--- config.mk ---
export PLATFORM = sky130hd
export DESIGN_NAME = ifetch
export DESIGN_NICKNAME = d
export VERILOG_FILES = /design/src/rtl/ifetch_pkg.sv /design/src/rtl/ifetch_skid_fifo.sv /design/src/rtl/ifetch.sv
export SDC_FILE = /design/constraint.sdc
export NUM_CORES = 1
export LEC_CHECK = 0
export ABC_AREA = 1
export CORE_MARGIN = 2
export CORE_UTILIZATION = 40
export CTS_CLUSTER_DIAMETER = 40
export DETAILED_ROUTE_END_ITERATION = 6
export GPL_ROUTABILITY_DRIVEN = 0
export PLACE_DENSITY_LB_ADDON = 0.05
export SLEW_MARGIN = 20
export SYNTH_ARGS = -nofsm -noshare
export SYNTH_HDL_FRONTEND = slang
export SYNTH_SLANG_ARGS = --single-unit
--- constraint.sdc ---
create_clock -name clk -period 7 [get_ports clk]
set_input_delay 1.05 -clock clk [delete_from_list [all_inputs] [get_ports clk]]
set_output_delay 1.05 -clock clk [all_outputs]
set_load 0.03 [all_outputs]
--- src/rtl/ifetch_pkg.sv ---
// Shared types and constants for the instruction fetch slice.
package ifetch_pkg;

  localparam logic [31:0] IFETCH_RESET_PC = 32'h0000_0000;
  localparam int          IMEM_LATENCY    = 1;
  localparam int          FIFO_DEPTH      = 2;

  typedef struct packed {
    logic [31:0] pc;
    logic [31:0] inst;
  } fetch_entry_t;

  function automatic logic [31:0] word_align(input logic [31:0] pc);
    return pc & 32'hFFFF_FFFC;
  endfunction

endpackage

--- src/rtl/ifetch_skid_fifo.sv ---
// Two-entry in-order buffer between the ROM response and decode.
// Head is always entry 0; flush empties it in one cycle.
module ifetch_skid_fifo
  import ifetch_pkg::*;
(
  input  logic         clk,
  input  logic         rst,
  input  logic         push,
  input  logic         pop,
  input  logic         flush,
  input  fetch_entry_t din,
  output logic         full,
  output logic         empty,
  output fetch_entry_t head
);

  fetch_entry_t mem [FIFO_DEPTH];
  logic [1:0]   cnt_q;
  logic         do_pop;
  logic         do_push;

  assign empty   = (cnt_q == 2'd0);
  assign full    = (cnt_q == 2'(FIFO_DEPTH));
  assign do_pop  = pop && !empty;
  assign do_push = push && (!full || do_pop);
  assign head    = mem[0];

  always_ff @(posedge clk or posedge rst) begin
    if (rst) begin
      cnt_q  <= '0;
      mem[0] <= '0;
      mem[1] <= '0;
    end else if (flush) begin
      cnt_q <= '0;
    end else begin
      case ({do_push, do_pop})
        2'b10: begin
          if (cnt_q == 2'd0) mem[0] <= din;
          else               mem[1] <= din;
          cnt_q <= cnt_q + 2'd1;
        end
        2'b01: begin
          mem[0] <= mem[1];
          cnt_q  <= cnt_q - 2'd1;
        end
        2'b11: begin
          // occupancy unchanged; new entry lands behind whatever remains
          if (cnt_q == 2'd1) begin
            mem[0] <= din;
          end else begin
            mem[0] <= mem[1];
            mem[1] <= din;
          end
        end
        default: ;
      endcase
    end
  end

endmodule

--- src/rtl/ifetch.sv ---
// Instruction fetch: sequential PC, 1-cycle ROM, 2-entry skid buffer to decode.
// Define IFETCH_PERF_EN to add perf_fetched / perf_stall counters.
module ifetch
  import ifetch_pkg::*;
#(
  parameter logic [31:0] RESET_PC = IFETCH_RESET_PC
) (
  input  logic        clk,
  input  logic        rst,
  output logic [29:0] imem_addr,
  input  logic [31:0] imem_inst,
  input  logic        redirect_valid,
  input  logic [31:0] redirect_pc,
  output logic        dec_valid,
  input  logic        dec_ready,
  output logic [31:0] dec_inst,
  output logic [31:0] dec_pc
`ifdef IFETCH_PERF_EN
  ,
  output logic [31:0] perf_fetched,
  output logic [31:0] perf_stall
`endif
);

  logic [31:0]  pc_q;
  logic [31:0]  req_pc_q;
  logic         req_q;
  logic         pop;
  logic         push;
  logic         issue;
  logic         fifo_full;
  logic         fifo_empty;
  fetch_entry_t fifo_din;
  fetch_entry_t fifo_head;

  assign imem_addr = pc_q[31:2];
  assign pop       = dec_valid && dec_ready;
  assign push      = req_q && !redirect_valid;
  assign fifo_din  = '{pc: req_pc_q, inst: imem_inst};

  // Issue only if the slot can still be absorbed: occupancy + in-flight - pop < 2
  always_comb begin
    issue = 1'b0;
    if (!redirect_valid) begin
      if (fifo_empty)     issue = 1'b1;
      else if (fifo_full) issue = pop && !req_q;
      else                issue = !req_q || pop;
    end
  end

  always_ff @(posedge clk or posedge rst) begin
    if (rst) begin
      pc_q     <= word_align(RESET_PC);
      req_q    <= 1'b0;
      req_pc_q <= '0;
    end else if (redirect_valid) begin
      pc_q  <= word_align(redirect_pc);
      req_q <= 1'b0;
    end else if (issue) begin
      pc_q     <= pc_q + 32'd4;
      req_q    <= 1'b1;
      req_pc_q <= pc_q;
    end else begin
      req_q <= 1'b0;
    end
  end

  ifetch_skid_fifo u_fifo (
    .clk   (clk),
    .rst   (rst),
    .push  (push),
    .pop   (pop),
    .flush (redirect_valid),
    .din   (fifo_din),
    .full  (fifo_full),
    .empty (fifo_empty),
    .head  (fifo_head)
  );

  assign dec_valid = !fifo_empty;
  assign dec_inst  = fifo_head.inst;
  assign dec_pc    = fifo_head.pc;

`ifdef IFETCH_PERF_EN
  always_ff @(posedge clk or posedge rst) begin
    if (rst) begin
      perf_fetched <= '0;
      perf_stall   <= '0;
    end else begin
      if (pop)                     perf_fetched <= perf_fetched + 32'd1;
      if (dec_valid && !dec_ready) perf_stall   <= perf_stall + 32'd1;
    end
  end
`endif

endmodule

[Yosys cells after proc, flatten, opt, wreduce, memory -nomap -nowiden]
Index checks and enable logic that the tools add are counted.
Storage, ports and cells
  register bits: 195
  bits in latches: 0
  bits in writable memories: 0
  ROM bits: 0
  bits of input ports: 68
  output and inout port bits: 95
  word-level logic and storage cells: 54
  memories: 0
Operators by class
  add/sub/neg operators: 3
  $mul: 0
  divide/modulo/power cells: 0
  magnitude comparators: 0
  equality and inequality tests: 8
  shift operators: 0
  muxes and demuxes: 15
  bitwise operators: 1
  reductions and logical operators: 19
Operator list (number)
  $mux 64: 4
  $pmux 64 s3: 1
  $pmux 64 s2: 1
  $mux 32: 2
  $add 32x3->32 const B: 1
  $eq 2x2->1 const B: 3
  $reduce_bool 3->1: 2
  $logic_and 1x1->1: 5
  $mux 1: 5
  $eq 2x1->1 const B: 2
  $logic_not 1->1: 4
  $ne 2x2->1 const B: 2
  $pmux 2 s2: 1
  $reduce_and 4->1: 1
  $reduce_bool 2->1: 2
  $reduce_and 3->1: 1
  $add 2x1->2 const B: 1
  $logic_not 2->1: 1
  $logic_or 1x1->1: 2
  $mux 2: 1
  $ne 2x1->1 const B: 1
  $reduce_and 2->1: 1
  $sub 2x1->2 const B: 1
  $not 1->1: 1

[Depth between registers and ports, before layout]
  depth after elaboration: 9
  depth in mapped cells: 14
  mapped depth without buffers: 13

[Cells and area by module]
From an unflattened synthesis, not the netlist that was laid out.
Second synthesis, totals
  cells, all modules: 1384
  area total of the unflattened synthesis: 10077.2 sq um
Modules (own cells, without submodules)
  ifetch_skid_fifo: times used 1, cells each 862, area each 6551.3 sq um, seq. area each 3253.1 sq um
  ifetch: times used 1, cells each 522, area each 3525.9 sq um, seq. area each 1526.5 sq um

[Worst setup path before layout]
No wires, ideal clock.
  path kind: input-to-reg
  start: input port redirect_valid
  end: register u_fifo.mem, in the netlist u_fifo.head[46]
  setup time: 0.117 ns
  arrival time: 1.992 ns
  path slack: 4.891 ns
  stages: 10
  cells stage by stage: buf_6 > inv_4 > nand2_2 > inv_2 > nand2_1 > nand2_2 > clkbuf_1 > o21ai_0 > nand2_1 > nand2_1
On the way
  longest elaborated chain between the ends: 6
  elaborated cells between the ends (all ways): 11
  classes of those cells: eq/ne: 4; mux: 1; bitwise: 1; reduce/logical: 5
RTL lines
  start, declared: line ifetch.sv:12  | input logic redirect_valid,
  $logic_not 1->1
  $logic_and 1x1->1: line ifetch.sv:38  | assign push = req_q && !redirect_valid;
  $logic_and 1x1->1: line ifetch_skid_fifo.sv:25  | assign do_push = push && (!full || do_pop);
  $eq 2x2->1 / $eq 2x1->1 (equally long branches): line ifetch_skid_fifo.sv:36  | case ({do_push, do_pop})
  $ne 2x1->1 (no line) / $reduce_bool 3->1 (equally long branches)
  $reduce_and 3->1 (no line)
  end, declared: line ifetch_skid_fifo.sv:17  | fetch_entry_t mem [FIFO_DEPTH];
Parallel ways exist; a longest one is shown, timed or not.
A chain may end at the register's enable or synchronous reset.

[Worst setup path after layout]
  start: input port redirect_valid
  end: register u_fifo.mem, in the netlist u_fifo.head[1]
The elaborated chain is that of the path after synthesis.

==> impl_metrics.py <==
metrics = {
    "yosys": {
        "synthTopCellsByCount": "490 x sky130_fd_sc_hd__nand2_1, 188 x sky130_fd_sc_hd__dfrtp_1, 121 x sky130_fd_sc_hd__inv_1, 121 x sky130_fd_sc_hd__o21ai_0, 73 x sky130_fd_sc_hd__buf_4",
        "synth_enable_flop_cells": 0,
        "synthFlopType": "sky130_fd_sc_hd__dfrtp_1",
        "synth.top_cell.area_share": 0.4943,
        "synth_most_common_cell": "sky130_fd_sc_hd__nand2_1",
        "synth_area_leader_cell": "sky130_fd_sc_hd__dfrtp_1",
        "synth.top_cells.by_area": "sky130_fd_sc_hd__dfrtp_1 49%, sky130_fd_sc_hd__nand2_1 19%, sky130_fd_sc_hd__o21ai_0 6.4%, sky130_fd_sc_hd__buf_4 5.8%, sky130_fd_sc_hd__inv_1 4.8%",
        "netlist_area_um2": 9517,
        "synthesized_nets": 1306,
        "synth_seq_area_share": 0.4943,
        "yosys_warnings": 0,
        "syn_inst": 1234,
        "async_flop_share": 1.000,
        "synth_seq_cells": 188,
        "netlist-cell-type-count": 27,
        "avgSynthCellArea_um2": 7.712,
    },
    "worst_setup_path": {
        "reg2reg_slack_ns": 4.08,
        "critical_path.max_stage_delay_ns": 0.54,
        "crit_path_max_fanout": 64,
        "timing.critical_path.cells": "clkdlybuf4s50_1, buf_4, inv_4, nand2_2, inv_2, nand2_2, inv_2, nand2_1, nand2_2, nand2_4, inv_4, nand2_1, nand2_1",
        "worst_ep_arrival_time_ns": 3.67,
        "critPathLaunchType": "input pin",
        "critical_path_buf_inv_count": 6,
        "critical-path-slowest-cell": "sky130_fd_sc_hd__nand2_4",
        "type_of_destination_of_the_critical_path": "flip-flop",
        "worstPathRequired_ns": 7.31,
        "cpLargestDelayFamily": "buffers and inverters",
        "timing_worst_setup_path_type": "input pin to flip-flop",
    },
    "clock_tree": {
        "clkSlewWorstSetupHoldPaths_ns": 0.07,
        "ctsResizeCount": 0,
        "htree_num_levels": 4,
        "cts_post_setup_buffers_inserted": 0,
        "clock_latency_at_the_later_pin_of_the_worst_skew_pair_ns": 0.43,
        "tritoncts_clock_tree": "done",
        "clock_sinks": 188,
        "max-clock-path-buffers": 2,
        "holdBufCountCts": 0,
        "ctsRootBufferMaster": "sky130_fd_sc_hd__clkbuf_16",
        "cts_buf_count": 17,
    },
    "placed_design": {
        "detailedPlace.worstSlack_ns": 3.087,
        "dpl.hpwl_um": 14410,
        "count_of_buffers_from_port_buffering": 160,
        "post-place-cells": 1600,
    },
    "floorplan": {
        "dieWidth_um": 158.2,
        "initial_core_util": 0.4067,
        "standard_cell_rows": 56,
        "fp.dieH_um": 158.2,
        "design.portCount": 163,
        "core_area_um2": 23400,
        "die_area_um2": 25040,
    },
    "sta": {
        "relSlewSlack": 0.3314,
        "final.period_utilization": 0.4811,
        "setup_total_neg_slack_ns": 0,
        "timing.fmax_ghz": 0.2970,
        "setup-violations-final": 0,
        "tightestPinTransition_ns": 1.003,
        "fin_worst_skew_ns": 0.01052,
        "finalHoldViolCount": 0,
        "rsz_0062_raised_after_global_routing": "false",
        "setup_ws_ns": 3.632,
        "post-route-min-period_ns": 3.368,
        "slew_viol_final": 0,
    },
    "detailed_routing": {
        "via_count": 7520,
        "vias_per_inst": 4.616,
        "wire_per_inst_um": 13.58,
        "number_of_detailed_routing_iterations_run_before_antenna_repair": 4,
        "finalWirelength_um": 22120,
        "detail_route.iter0.violations": 468,
        "ant_nets": 0,
        "post-route-drc-count": 0,
    },
    "pwr": {
        "total_power_per_unit_cell_area_nw_per_um2": 418.0,
        "p_leak_nw": 5.347,
        "ir_worst_vdd_mv": 0.1333,
    },
    "layout": {
        "drive_gt1_frac": 0.04809,
        "insertedDiodeCount": 0,
        "area.growth.synth_to_final_pct": 18.18,
        "final.fill_count": 2369,
        "numnets_final": 1372,
        "final_cells": 1629,
        "multi_input_logic_area_um2": 3470,
        "final-seq-area_um2": 4705,
    },
    "global_routing": {
        "grt_max_degree": 127,
        "grt_pass1_wl_um": 36050,
        "grt_antenna_before_repair": 0,
        "global_route_usage_over_all_layers": 0.1839,
        "first_global_vias": 6926,
        "overflow": 0,
    },
    "worst_hold_path": {
        "hold_path_class": "flip-flop to flip-flop",
    },
    "flow_run": {
        "cap_viol_max_count": 0,
    },
    "outcome": {
        "run_status": "completed",
    },
}
-- where the power goes --
part | total [W] | internal (W) | switching, W | leakage [nW]
Clock | 0.000923 | 0.000505 | 0.000418 | 0.272
Sequential | 0.00182 | 0.00155 | 0.000264 | 2.34
Combinational | 0.00196 | 0.000731 | 0.00123 | 2.74
-- placed cells by master, fill, tap and decap left out, types with 2 or more instances in the layout --
cell                              count
sky130_fd_sc_hd__nor2_4               3
sky130_fd_sc_hd__nor2_1              48
sky130_fd_sc_hd__inv_1              120
sky130_fd_sc_hd__inv_2                4
sky130_fd_sc_hd__nand3_1             52
sky130_fd_sc_hd__inv_6                3
sky130_fd_sc_hd__clkbuf_16           17
sky130_fd_sc_hd__a21oi_1              5
sky130_fd_sc_hd__clkbuf_8             2
sky130_fd_sc_hd__buf_4                5
sky130_fd_sc_hd__nand2_2              6
sky130_fd_sc_hd__o21ai_0            121
sky130_fd_sc_hd__o21ai_1             52
sky130_fd_sc_hd__dfrtp_1            188
sky130_fd_sc_hd__nand2_1            490
sky130_fd_sc_hd__nand4_1              2
sky130_fd_sc_hd__nand2_4              2
sky130_fd_sc_hd__clkdlybuf4s50_1    160
sky130_fd_sc_hd__o21ai_2             10
sky130_fd_sc_hd__clkinv_2             4
sky130_fd_sc_hd__inv_4                2
sky130_fd_sc_hd__ha_1                 4
-- worst register-to-register path, cell delays in order (launching register included) --
cell	delay [ns]
sky130_fd_sc_hd__dfrtp_1	0.37
sky130_fd_sc_hd__inv_1	0.08
sky130_fd_sc_hd__ha_1	0.26
sky130_fd_sc_hd__inv_2	0.13
sky130_fd_sc_hd__nand2_2	0.09
sky130_fd_sc_hd__nand2_2	0.08
sky130_fd_sc_hd__nand2_2	0.08
sky130_fd_sc_hd__a21oi_4	0.72
sky130_fd_sc_hd__inv_2	0.64
sky130_fd_sc_hd__o21ai_0	0.38
-- through the flow --
| stage | cell area, um^2 | power [W] | utilization | hold WS [ns] |
|---|---|---|---|---|
| floorplan | 9517 | 0.003370 | - | 0.4501 |
| global placement | 10700 | 0.003796 | 0.4573 | 0.4611 |
| detailed placement | 10700 | 0.003819 | 0.4573 | 0.4636 |
| CTS | 11250 | 0.004765 | 0.4806 | 0.4829 |
| global route | 11250 | 0.005063 | 0.4806 | 0.4994 |
| finish | 11250 | 0.004702 | 0.4806 | 0.4756 |
-- flip-flops by register name, indices dropped and copies added (netlist names) --
name,flops
u_fifo.head,63
req_pc_q,30
pc_q,30
req_q,1
u_fifo.cnt_q,2
u_fifo.mem,62
-- kinds of logic (layout without fill, tap and decap cells) --
family | count (synthesis) | after routing | share of synthesized area
simple gates | 604 | 604 | 0.2510
fa+ha+maj | 4 | 4 | 0.005259
buf+inv | 245 | 321 | 0.1416
xor+xnor | 2 | 2 | 0.001841
compound gates | 191 | 191 | 0.1060
flops | 188 | 188 | 0.4943
-- layer usage --
metal,track usage,wire length (um),part of all wire,up-vias
met5,0,0,0,-
met2,0.2814,9589,0.43,170
met3,0.03093,976,0.044,18
met4,0.05191,252,0.011,0
met1,0.2687,11300,0.51,3439
li1,-,-,-,3893
-- final timing paths --
kind / cells after the start / to / startpoint
worst min register to register: 2 / u_fifo.head[2] / u_fifo.head[2]
worst min-delay path: 2 / u_fifo.head[2] / u_fifo.head[2]
min in group asynchronous: 2 / u_fifo.mem[14] / rst
max in group asynchronous: 3 / u_fifo.head[58] / rst
worst max register to register: 9 / req_pc_q[11] / u_fifo.cnt_q[0]
worst max-delay path: 13 / u_fifo.head[1] / redirect_valid
-- layout make-up --
type,instances,area share
inverters,127,0.04350
clock inverters,10,0.008232
clock buffers,19,0.04027
multi-input cells,801,0.3085
repair buffers,165,0.1457
well taps,319,0.03549
flip-flops and latches,188,0.4183
(Power assumes the default switching activity.)
